`src/rtl/lock_controller_pkg.sv`:
```
// Shared definitions for the keypad lock controller.
//   state_t       : FSM state encoding (also exported on state_o for debug)
//   KEY_STAR/HASH : control key codes
//   is_digit()    : true for key codes 0-9
package lock_pkg;

  typedef enum logic [2:0] {
    LOCKED   = 3'd0,
    ENTRY    = 3'd1,
    UNLOCKED = 3'd2,
    SET_NEW  = 3'd3,
    ALARM    = 3'd4
  } state_t;

  localparam logic [3:0] KEY_STAR   = 4'b1010;
  localparam logic [3:0] KEY_HASH   = 4'b1011;
  localparam int unsigned NUM_DIGITS = 4;

  function automatic logic is_digit(input logic [3:0] k);
    return (k <= 4'd9);
  endfunction

endpackage

```
`src/rtl/lock_controller_if.sv`:
```
// Keypad / status bundle between the lock controller and its user.
//   key_valid, key : keypress strobe and code (driven by master)
//   unlocked, alarm, fail_cnt, digit_cnt, bad_pulse, state_o : status (driven by slave)
interface lock_controller_if;
  logic       key_valid;
  logic [3:0] key;
  logic       unlocked;
  logic       alarm;
  logic [1:0] fail_cnt;
  logic [2:0] digit_cnt;
  logic       bad_pulse;
  logic [2:0] state_o;

  modport master (
    output key_valid, key,
    input  unlocked, alarm, fail_cnt, digit_cnt, bad_pulse, state_o
  );

  modport slave (
    input  key_valid, key,
    output unlocked, alarm, fail_cnt, digit_cnt, bad_pulse, state_o
  );
endinterface

```
`src/rtl/lock_controller_pw_store.sv`:
```
// Password store: 4 x 4-bit registers.
//   clk, reset            : clock, async active-high reset (clears to 0000)
//   we, waddr, wdata      : single-entry write
//   load, load_data       : parallel load of all four words (wins over we)
//   raddr, rdata          : asynchronous read
module pw_store (
  input  logic            clk,
  input  logic            reset,
  input  logic            we,
  input  logic [1:0]      waddr,
  input  logic [3:0]      wdata,
  input  logic            load,
  input  logic [3:0][3:0] load_data,
  input  logic [1:0]      raddr,
  output logic [3:0]      rdata
);

  logic [3:0][3:0] mem;

  always_ff @(posedge clk or posedge reset) begin
    if (reset) begin
      mem <= '0;
    end else if (load) begin
      mem <= load_data;
    end else if (we) begin
      mem[waddr] <= wdata;
    end
  end

  assign rdata = mem[raddr];

endmodule

```
`src/rtl/lock_controller.sv`:
```
// Keypad lock controller: 4-digit code entry, code change, and lockout
// alarm after MAX_FAILS consecutive failed attempts.
//   clk, reset : clock, async active-high reset
//   bus        : keypad input and status outputs (slave side)
module lock_controller
  import lock_pkg::*;
#(
  parameter int unsigned LOCKOUT_CYCLES = 16,
  parameter int unsigned MAX_FAILS      = 3
) (
  input  logic                  clk,
  input  logic                  reset,
  lock_controller_if.slave      bus
);

  localparam int unsigned CW = (LOCKOUT_CYCLES > 1) ? $clog2(LOCKOUT_CYCLES) : 1;

  state_t          state;
  logic [1:0]      fail_cnt;
  logic [2:0]      digit_cnt;
  logic            mismatch;
  logic [CW-1:0]   lock_cnt;
  logic [3:0][3:0] staging;
  logic            bad_pulse;

  logic [1:0]      rd_addr;
  logic [3:0]      rd_data;
  logic            store_load;
  logic [1:0]      fail_next;
  logic            key_dig;

  assign key_dig   = is_digit(bus.key);
  assign fail_next = fail_cnt + 2'd1;

  // LOCKED always compares against position 0; ENTRY uses the running count.
  assign rd_addr = (state == ENTRY) ? digit_cnt[1:0] : 2'd0;

  assign store_load = (state == SET_NEW) && bus.key_valid &&
                      (bus.key == KEY_HASH) && (digit_cnt == 3'd4);

  pw_store u_store (
    .clk       (clk),
    .reset     (reset),
    .we        (1'b0),
    .waddr     (2'd0),
    .wdata     (4'd0),
    .load      (store_load),
    .load_data (staging),
    .raddr     (rd_addr),
    .rdata     (rd_data)
  );

  always_ff @(posedge clk or posedge reset) begin
    if (reset) begin
      state     <= LOCKED;
      fail_cnt  <= '0;
      digit_cnt <= '0;
      mismatch  <= 1'b0;
      lock_cnt  <= '0;
      staging   <= '0;
      bad_pulse <= 1'b0;
    end else begin
      bad_pulse <= 1'b0;
      if (state == ALARM) begin
        // Lockout runs regardless of keypresses.
        if (lock_cnt == '0) begin
          state    <= LOCKED;
          fail_cnt <= '0;
        end else begin
          lock_cnt <= lock_cnt - 1'b1;
        end
      end else if (bus.key_valid) begin
        unique case (state)
          LOCKED: begin
            if (key_dig) begin
              mismatch  <= (bus.key != rd_data);
              digit_cnt <= 3'd1;
              state     <= ENTRY;
            end
          end
          ENTRY: begin
            if (key_dig) begin
              if (digit_cnt < 3'd4) begin
                mismatch  <= mismatch | (bus.key != rd_data);
                digit_cnt <= digit_cnt + 3'd1;
              end else begin
                mismatch  <= 1'b1;
                digit_cnt <= 3'd5;
              end
            end else if (bus.key == KEY_STAR) begin
              digit_cnt <= '0;
              mismatch  <= 1'b0;
              state     <= LOCKED;
            end else if (bus.key == KEY_HASH) begin
              digit_cnt <= '0;
              mismatch  <= 1'b0;
              if ((digit_cnt == 3'd4) && !mismatch) begin
                fail_cnt <= '0;
                state    <= UNLOCKED;
              end else begin
                bad_pulse <= 1'b1;
                fail_cnt  <= fail_next;
                if (32'(fail_next) == MAX_FAILS) begin
                  lock_cnt <= CW'(LOCKOUT_CYCLES - 1);
                  state    <= ALARM;
                end else begin
                  state <= LOCKED;
                end
              end
            end
          end
          UNLOCKED: begin
            if (bus.key == KEY_HASH) begin
              state <= LOCKED;
            end else if (bus.key == KEY_STAR) begin
              digit_cnt <= '0;
              state     <= SET_NEW;
            end
          end
          SET_NEW: begin
            if (key_dig) begin
              if (digit_cnt < 3'd4) begin
                staging[digit_cnt[1:0]] <= bus.key;
              end
              if (digit_cnt < 3'd5) begin
                digit_cnt <= digit_cnt + 3'd1;
              end
            end else if ((bus.key == KEY_HASH) || (bus.key == KEY_STAR)) begin
              // Store load for '#' happens through store_load this same cycle.
              staging   <= '0;
              digit_cnt <= '0;
              state     <= UNLOCKED;
            end
          end
          default: state <= LOCKED;
        endcase
      end
    end
  end

  assign bus.unlocked  = (state == UNLOCKED) || (state == SET_NEW);
  assign bus.alarm     = (state == ALARM);
  assign bus.fail_cnt  = fail_cnt;
  assign bus.digit_cnt = digit_cnt;
  assign bus.bad_pulse = bad_pulse;
  assign bus.state_o   = state;

endmodule

```
`src/flat_wrapper.sv`:
```
// flat-port wrapper written by rule: the top's interface ports become plain ports
module lock_controller_flat import lock_pkg::*;
#(
  parameter int unsigned LOCKOUT_CYCLES = 16,
  parameter int unsigned MAX_FAILS      = 3
)
  (clk, reset, bus_key_valid, bus_key, bus_unlocked, bus_alarm, bus_fail_cnt, bus_digit_cnt, bus_bad_pulse, bus_state_o);
  lock_controller_if bus_i ();
  input  logic clk;
  input  logic reset;
  input wire logic [$bits(bus_i.key_valid)-1:0] bus_key_valid;
  input wire logic [$bits(bus_i.key)-1:0] bus_key;
  output wire logic [$bits(bus_i.unlocked)-1:0] bus_unlocked;
  output wire logic [$bits(bus_i.alarm)-1:0] bus_alarm;
  output wire logic [$bits(bus_i.fail_cnt)-1:0] bus_fail_cnt;
  output wire logic [$bits(bus_i.digit_cnt)-1:0] bus_digit_cnt;
  output wire logic [$bits(bus_i.bad_pulse)-1:0] bus_bad_pulse;
  output wire logic [$bits(bus_i.state_o)-1:0] bus_state_o;
  assign bus_i.key_valid = bus_key_valid;
  assign bus_i.key = bus_key;
  assign bus_unlocked = bus_i.unlocked;
  assign bus_alarm = bus_i.alarm;
  assign bus_fail_cnt = bus_i.fail_cnt;
  assign bus_digit_cnt = bus_i.digit_cnt;
  assign bus_bad_pulse = bus_i.bad_pulse;
  assign bus_state_o = bus_i.state_o;
  lock_controller #(.LOCKOUT_CYCLES(LOCKOUT_CYCLES), .MAX_FAILS(MAX_FAILS)) u_core (.clk(clk), .reset(reset), .bus(bus_i));
endmodule
```
`config.mk`:
```
export PLATFORM = sky130hd
export DESIGN_NAME = lock_controller_flat
export DESIGN_NICKNAME = d
export VERILOG_FILES = /design/src/rtl/lock_controller_pkg.sv /design/src/rtl/lock_controller_if.sv /design/src/rtl/lock_controller_pw_store.sv /design/src/rtl/lock_controller.sv /design/src/flat_wrapper.sv
export SDC_FILE = /design/constraint.sdc
export NUM_CORES = 1
export LEC_CHECK = 0
export ABC_AREA = 1
export ABC_CLOCK_PERIOD_IN_PS = 3600
export CAP_MARGIN = 20
export CELL_PAD_IN_SITES_DETAIL_PLACEMENT = 0
export CELL_PAD_IN_SITES_GLOBAL_PLACEMENT = 2
export CORE_MARGIN = 4
export CORE_UTILIZATION = 38
export CTS_CLUSTER_DIAMETER = 30
export DETAILED_ROUTE_END_ITERATION = 16
export GPL_TIMING_DRIVEN = 0
export PLACE_DENSITY_LB_ADDON = 0.1
export RECOVER_POWER = 100
export SETUP_SLACK_MARGIN = 0.1
export SLEW_MARGIN = 20
export SYNTH_ARGS = -nofsm -noshare
export SYNTH_HDL_FRONTEND = slang
export SYNTH_SLANG_ARGS = --single-unit
```
`constraint.sdc`:
```
create_clock -name clk -period 3.6 [get_ports clk]
set_input_delay 0.36 -clock clk [delete_from_list [all_inputs] [get_ports clk]]
set_output_delay 0.36 -clock clk [all_outputs]
set_load 0.03 [all_outputs]
```
==> reports/metrics.csv, run 1 <==
stage;metric;value;unit
sta;min_period_over_period;0.694;
pwr;power.leakage;1.37;nW
clock_network;ctsRootBufferMaster;clkbuf_8;
place;gp_congestion;0.758;
status;status;complete, but fails checks;
detailed_routing;drt_iter0_drc;170;
setup_path;reg2reg_depth;9;
yosys;synth_cell_types;39;
global_routing;grt_overflow;0;
global_routing;grt_pass1_vias;2094;
pwr;power_density;660;nW/um^2
finish;diodes;0;
detailed_routing;routed_wl;6680;um
sta;slew_headroom;-0.0718;
clock_network;cts_buffer_depth;2;
detailed_routing;drc_errors;0;
finish;stdcell_count;411;
sta;max_freq;400;MHz
yosys;synth.top_cell.area_share;0.454;
setup_path;r2r-start;u_core.bus.state_o[2]$_DFFE_PP0P_;
yosys;synth-seq-cells;46;
sta;fin_crit;2.50;ns
clock_network;clkTransAtPathRegs;0.09;ns
floorplan;ios;18;
sta;rsz0062_at_grt;false;
yosys;synth_edf_count;0;
place;place_inst;403;
clock_network;cts_sinks;46;
yosys;syn-num-nets;326;
finish;drive_gt1_frac;0.0808;
floorplan;die_w;89.7;um
floorplan;dieArea;8040;sq um
detailed_routing;firstDrtPassIters;4;
sta;setup_viol;0;
setup_path;r2r-end;u_core.staging[11]$_DFFE_PP0P_;
global_routing;grt_pass1_wl;11000;um
floorplan;die_h;89.7;um
sta;setup_tns;0;ns
detailed_routing;wl_per_cell;16.3;um
finish;layout_commonest_cell;nand2_1;
global_routing;track_usage;0.183;
worst_hold_path;hold_depth;3;
yosys;synthCells;311;
detailed_routing;detail-route-antenna-nets;0;
finish;final_cell_area;2810;sq um
yosys;yosysWarnings;0;
global_routing;grt_max_degree;31;
finish;area_delta_synth_final;11.0;%
setup_path;critPathMaxFanout;6;
clock_network;post-cts-setup-buffers;0;
clock_network;cts_tree;done;
setup_path;critPathArrivalTime;2.14;ns
floorplan;core_area;6420;sq um
setup_path;worstPathRequired;3.24;ns
clock_network;clk_latency;0.30;ns
setup_path;startpoint_type;register;
sta;finalHoldViolCount;0;
clock_network;cts-buffers-inserted;5;
detailed_routing;routed_via_density;5.18;
floorplan;start_util;0.395;
setup_path;r2r_setup_slack;1.35;ns
setup_path;cp-end-kind;output pin;
sta;slew_viol_final;31;
setup_path;path_class;register to output pin;
detailed_routing;vias;2130;
worst_hold_path;hold_path.class;input port to register;
pwr;power;0.00186;W
yosys;syn_area_per_cell;8.15;sq um
sta;whs;0.413;ns
yosys;synth_area;2530;sq um
finish;final_cell_mix;nand2_1 (66), inv_1 (46), dfrtp_1 (46);
clock_network;cts.htree.levels;2;
flow_run;drv_cap;1;
place;io_buffers;14;
yosys;synth_area_leaders;dfrtp_1 (45%), nand2_1 (9.5%), inv_1 (6.4%);
clock_network;cts_resized;0;
clock_network;cts_hold_buffers;0;
yosys;async_flop_share;1.00;
status;violations;capacitance limit, slew limit;
place;place_hpwl;5010;um
yosys;synth_area_leader_cell;dfrtp_1;
sta;finClkSkew;0.00777;ns
floorplan;placementRows;29;
yosys;yosysSeqAreaShare;0.454;
finish;fin_nets;348;
place;placement.cell_area;2790;sq um
pwr;irDropWorstVdd;0.260;mV
global_routing;antenna_found_initial;0;
worst_hold_path;hp-start;bus_key[1];
sta;tightest_slew;1.61;ns
yosys;ys.flop_type;dfrtp_1;
worst_hold_path;whs_endpoint;u_core.staging[1]$_DFFE_PP0P_;
==> cell type report <==
| type | count | area (sq um) |
|---|---|---|
| plain buffers | 7 | 38.8 |
| clock buffers | 5 | 68.8 |
| clock inverters | 3 | 18.8 |
| fillers | 665 | 3610 |
| inverters | 50 | 189 |
| multi-input cells | 208 | 1110 |
| flip-flops and latches | 46 | 1150 |
| well taps | 77 | 96.3 |
| repair buffers | 15 | 144 |
==> worst max-delay path by stage <==
stage,start,to,slack [ns],depth (start not counted)
2_1_floorplan,u_core.bus.state_o[1]$_DFFE_PP0P_,u_core.bus.digit_cnt[0]$_DFFE_PP0P_,1.70,6
3_3_place_gp,reset,u_core.mismatch$_DFFE_PP0P_,1.15,2
3_5_place_dp,u_core.bus.state_o[0]$_DFFE_PP0P_,bus_alarm,1.52,4
4_1_cts,u_core.bus.state_o[0]$_DFFE_PP0P_,bus_alarm,1.18,4
5_1_grt,reset,u_core.mismatch$_DFFE_PP0P_,0.62,3
6_report,u_core.bus.state_o[0]$_DFFE_PP0P_,bus_alarm,1.10,4
==> registers in the layout, indices dropped and copies added (netlist names) <==
name,count
u_core.staging,16
u_core.u_store.mem,16
u_core.lock_cnt,4
u_core.bus.digit_cnt,3
u_core.bus.state_o,3
u_core.bus.fail_cnt,2
u_core.bus.bad_pulse,1
u_core.mismatch,1
==> cell usage after synthesis (2+ instances only) <==
library cell / n
o22ai_1: 10
nor2_2: 3
or2_2: 2
o32ai_1: 2
inv_2: 6
ha_1: 8
buf_2: 3
nand2_1: 64
a21oi_1: 9
o31ai_1: 2
nand3_2: 3
o21ai_0: 32
nand4_1: 8
nand3_1: 27
dfrtp_1: 46
nand2_4: 2
nor2_4: 3
a31oi_1: 2
nand2_2: 2
nor2_1: 15
inv_1: 43
o21ai_2: 2
==> layer usage <==
| layer | up-vias | GRT usage | part of all wire |
|---|---|---|---|
| met1 | 1017 | 0.294 | 0.53 |
| met3 | 4 | 0.0274 | 0.037 |
| met2 | 32 | 0.257 | 0.42 |
| met4 | 0 | 0.0365 | 0.0073 |
| met5 | - | 0 | 0 |
| li1 | 1077 | - | - |
==> metrics by stage <==
step / util / setup slack (ns)
2_1_floorplan: - / 1.70
3_3_place_gp: 0.432 / 1.15
3_5_place_dp: 0.435 / 1.52
4_1_cts: 0.448 / 1.18
5_1_grt: 0.438 / 0.616
6_report: 0.438 / 1.10
==> power by group <==
part | internal (W) | total (W) | switching, W
logic | 0.000264 | 0.000791 | 0.000527
clock network | 0.000137 | 0.000324 | 0.000187
registers | 0.000653 | 0.000741 | 0.0000880
total | 0.00105 | 0.00186 | 0.000802
==> cell families after synthesis <==
group,Yosys count,share of synthesized area
adders and majority gates,8,0.0395
DFF,46,0.454
buffers and inverters,57,0.0913
AOI/OAI and AO/OA,63,0.147
xor gates and xnor gates,2,0.00691
and+or+nand+nor,135,0.261
==> worst max-delay path, stage by stage (launching register included) <==
cell           delay (ns)
dfrtp_1              0.44
nor2_1               0.25
nand2_1              0.19
inv_1                0.20
dlygate4sd3_1        0.77
(Power assumes the default switching activity.)
==> run 2, diff against run 1 <==
--- a/config.mk
+++ b/config.mk
@@ -6,12 +6,12 @@
 export NUM_CORES = 1
 export LEC_CHECK = 0
 export ABC_AREA = 1
-export ABC_CLOCK_PERIOD_IN_PS = 3600
+export ABC_CLOCK_PERIOD_IN_PS = 2350
 export CAP_MARGIN = 20
 export CELL_PAD_IN_SITES_DETAIL_PLACEMENT = 0
 export CELL_PAD_IN_SITES_GLOBAL_PLACEMENT = 2
 export CORE_MARGIN = 4
-export CORE_UTILIZATION = 38
+export CORE_UTILIZATION = 35
 export CTS_CLUSTER_DIAMETER = 30
 export DETAILED_ROUTE_END_ITERATION = 16
 export GPL_TIMING_DRIVEN = 0
==> constraint.sdc (replaced) <==
create_clock -name clk -period 2.35 [get_ports clk]
set_input_delay 0.235 -clock clk [delete_from_list [all_inputs] [get_ports clk]]
set_output_delay 0.235 -clock clk [all_outputs]
set_load 0.03 [all_outputs]
==> reports/metrics.csv, run 2 (synthesis gave the netlist of run 1 again) <==
stage;metric;value;unit;change
sta;min_period_over_period;0.872;;
place;io_buffers;14;;unchanged
floorplan;ios;18;;unchanged
worst_hold_path;whs_endpoint;u_core.staging[1]$_DFFE_PP0P_;;
clock_network;ctsRootBufferMaster;clkbuf_8;;
floorplan;dieArea;8670;sq um;+7.8%
sta;setup_tns;0;ns;unchanged
sta;fin_crit;2.05;ns;
global_routing;grt_pass1_wl;11200;um;+1.6%
floorplan;core_area;6910;sq um;+7.5%
clock_network;cts.htree.levels;2;;unchanged
detailed_routing;routed_via_density;4.98;;-4.0%
clock_network;cts_buffer_depth;2;;unchanged
setup_path;critPathArrivalTime;1.81;ns;-0.33 ns
status;status;complete, no violations;;
clock_network;cts_tree;done;;
floorplan;die_h;93.1;um;+3.8%
sta;tightest_slew;0.741;ns;-0.866 ns
worst_hold_path;hold_path.class;input port to register;;
finish;area_delta_synth_final;13.4;%;
detailed_routing;wl_met1;3540;um;-0.92%
setup_path;path_class;register to output pin;;
sta;setup_viol;0;;unchanged
detailed_routing;dr_wl_met3;284;um;+14%
sta;whs;0.281;ns;-0.132 ns
setup_path;crit_path_max_incr_delay;0.47;ns;-0.30 ns
detailed_routing;vias;2140;;+0.47%
setup_path;r2r_setup_slack;0.33;ns;-1.02 ns
finish;num-fill-cells;737;;+11%
setup_path;path_cells;nor2_1 > nand2_1 > inv_1 > dlygate4sd2_1;;
sta;max_freq;488;MHz;
detailed_routing;routed.top_layer;met4;;
pwr;irDropWorstVdd;0.413;mV;+59%
flow_run;drv_cap;0;;-1
detailed_routing;detail-route-antenna-nets;0;;unchanged
worst_hold_path;hold_depth;3;;unchanged
finish;layout_commonest_cell;nand2_1;;
finish;diodes;0;;unchanged
global_routing;grt_overflow;0;;unchanged
setup_path;worstPathRequired;2.12;ns;-1.12 ns
sta;slew_viol_final;0;;-100%
setup_path;cp-end-kind;output pin;;
setup_path;crit_path_top_delay_cell;dfrtp_1;;
finish;drive_gt1_frac;0.0928;;+0.0120
setup_path;startpoint_type;register;;
worst_hold_path;hp-start;bus_key[1];;
floorplan;start_util;0.367;;-0.0277
finish;stdcell_count;430;;+4.6%
place;gp_congestion;0.820;;+8.2%
pwr;power_density;1030;nW/um^2;+56%
detailed_routing;firstDrtPassIters;4;;unchanged
finish;reg_top3;u_core.staging (16), u_core.u_store.mem (16), u_core.lock_cnt (4);;
place;place_inst;422;;+4.7%
detailed_routing;drc_errors;0;;unchanged
floorplan;placementRows;30;;+3.4%
setup_path;reg2reg_depth;6;;-3
floorplan;die_w;93.1;um;+3.8%
global_routing;antenna_found_initial;0;;unchanged
detailed_routing;routed_wl;6670;um;-0.16%
clock_network;cts-buffers-inserted;5;;unchanged
detailed_routing;drt_iter0_drc;140;;-18%
clock_network;clkTransAtPathRegs;0.09;ns;about the same
finish;fin_nets;348;;unchanged
sta;rsz0062_at_grt;false;;
sta;finClkSkew;0.00500;ns;-0.00277 ns
global_routing;grt_pass1_vias;2110;;+0.76%
detailed_routing;wl_per_cell;15.5;um;-4.6%
pwr;power.leakage;1.38;nW;+0.78%
setup_path;r2r-start;u_core.bus.state_o[1]$_DFFE_PP0P_;;
clock_network;cts_sinks;46;;unchanged
setup_path;critPathMaxFanout;6;;unchanged
clock_network;clk_latency;0.30;ns;about the same
sta;finalHoldViolCount;0;;unchanged
detailed_routing;wl_met2;2810;um;-0.11%
place;place_hpwl;4930;um;-1.7%
setup_path;r2r-end;u_core.bus.digit_cnt[0]$_DFFE_PP0P_;;
global_routing;track_usage;0.167;;-0.0161
global_routing;grt_max_degree;29;;-6.5%
sta;slew_headroom;0.506;;+0.577
finish;final_cell_mix;nand2_1 (65), inv_1 (46), dfrtp_1 (46);;
run 2: layout make-up:
cell class,count,area [sq um],share of cell area
plain buffers,7,38.8,0.0135
clock buffers,5,68.8,0.0239
clock inverters,3,43.8,0.0152
inverters,50,189,0.0657
multi-input cells,208,1130,0.392
flip-flops and latches,46,1150,0.400
well taps,96,120,0.0418
repair buffers,15,138,0.0479
run 2: timing repair:
item,in CTS,in global routing
gates resized for setup,1,1
pin swaps,0,0
endpoints found under the setup margin,1,1
hold buffers,0,0
setup buffers,0,0
run 2: worst max path at each step:
stage | startpoint | to | slack [ns]
after floorplan | u_core.bus.state_o[1]$_DFFE_PP0P_ | u_core.bus.digit_cnt[0]$_DFFE_PP0P_ | 0.45
after global placement | reset | u_core.mismatch$_DFFE_PP0P_ | -0.001
after detailed placement | u_core.bus.state_o[0]$_DFFE_PP0P_ | bus_alarm | 0.39
after CTS | u_core.bus.state_o[1]$_DFFE_PP0P_ | bus_unlocked | 0.14
after global routing | u_core.bus.state_o[0]$_DFFE_PP0P_ | bus_alarm | 0.17
final | u_core.bus.state_o[0]$_DFFE_PP0P_ | bus_alarm | 0.30
run 2: worst max-delay path: cells and delay by family (launching register included):
| family | cells | cell delay [ns] |
|---|---|---|
| flops | 1 | 0.47 |
| simple gates | 2 | 0.41 |
| buf+inv | 2 | 0.64 |
run 2: per-layer routing:
layer,global-route usage,vias up
met5,0,-
met4,0.0464,0
met3,0.0257,2
met2,0.233,46
met1,0.263,1017
li1,-,1075
run 2: power by group:
group          leakage [nW]  switching (W)  internal, W  total [W]
logic                 0.756       0.000816     0.000407    0.00122
registers             0.565       0.000132     0.000999    0.00113
clock network        0.0585       0.000294     0.000319   0.000614
total                  1.38        0.00124      0.00173    0.00297
run 2: through the flow:
step	total power, W	util	setup WS (ns)	area [sq um]
after floorplan	0.00204	-	0.450	2530
after global placement	0.00243	0.405	-0.00110	2800
after detailed placement	0.00243	0.408	0.390	2820
after CTS	0.00305	0.424	0.139	2930
after global routing	0.00321	0.416	0.167	2880
final	0.00297	0.416	0.300	2880
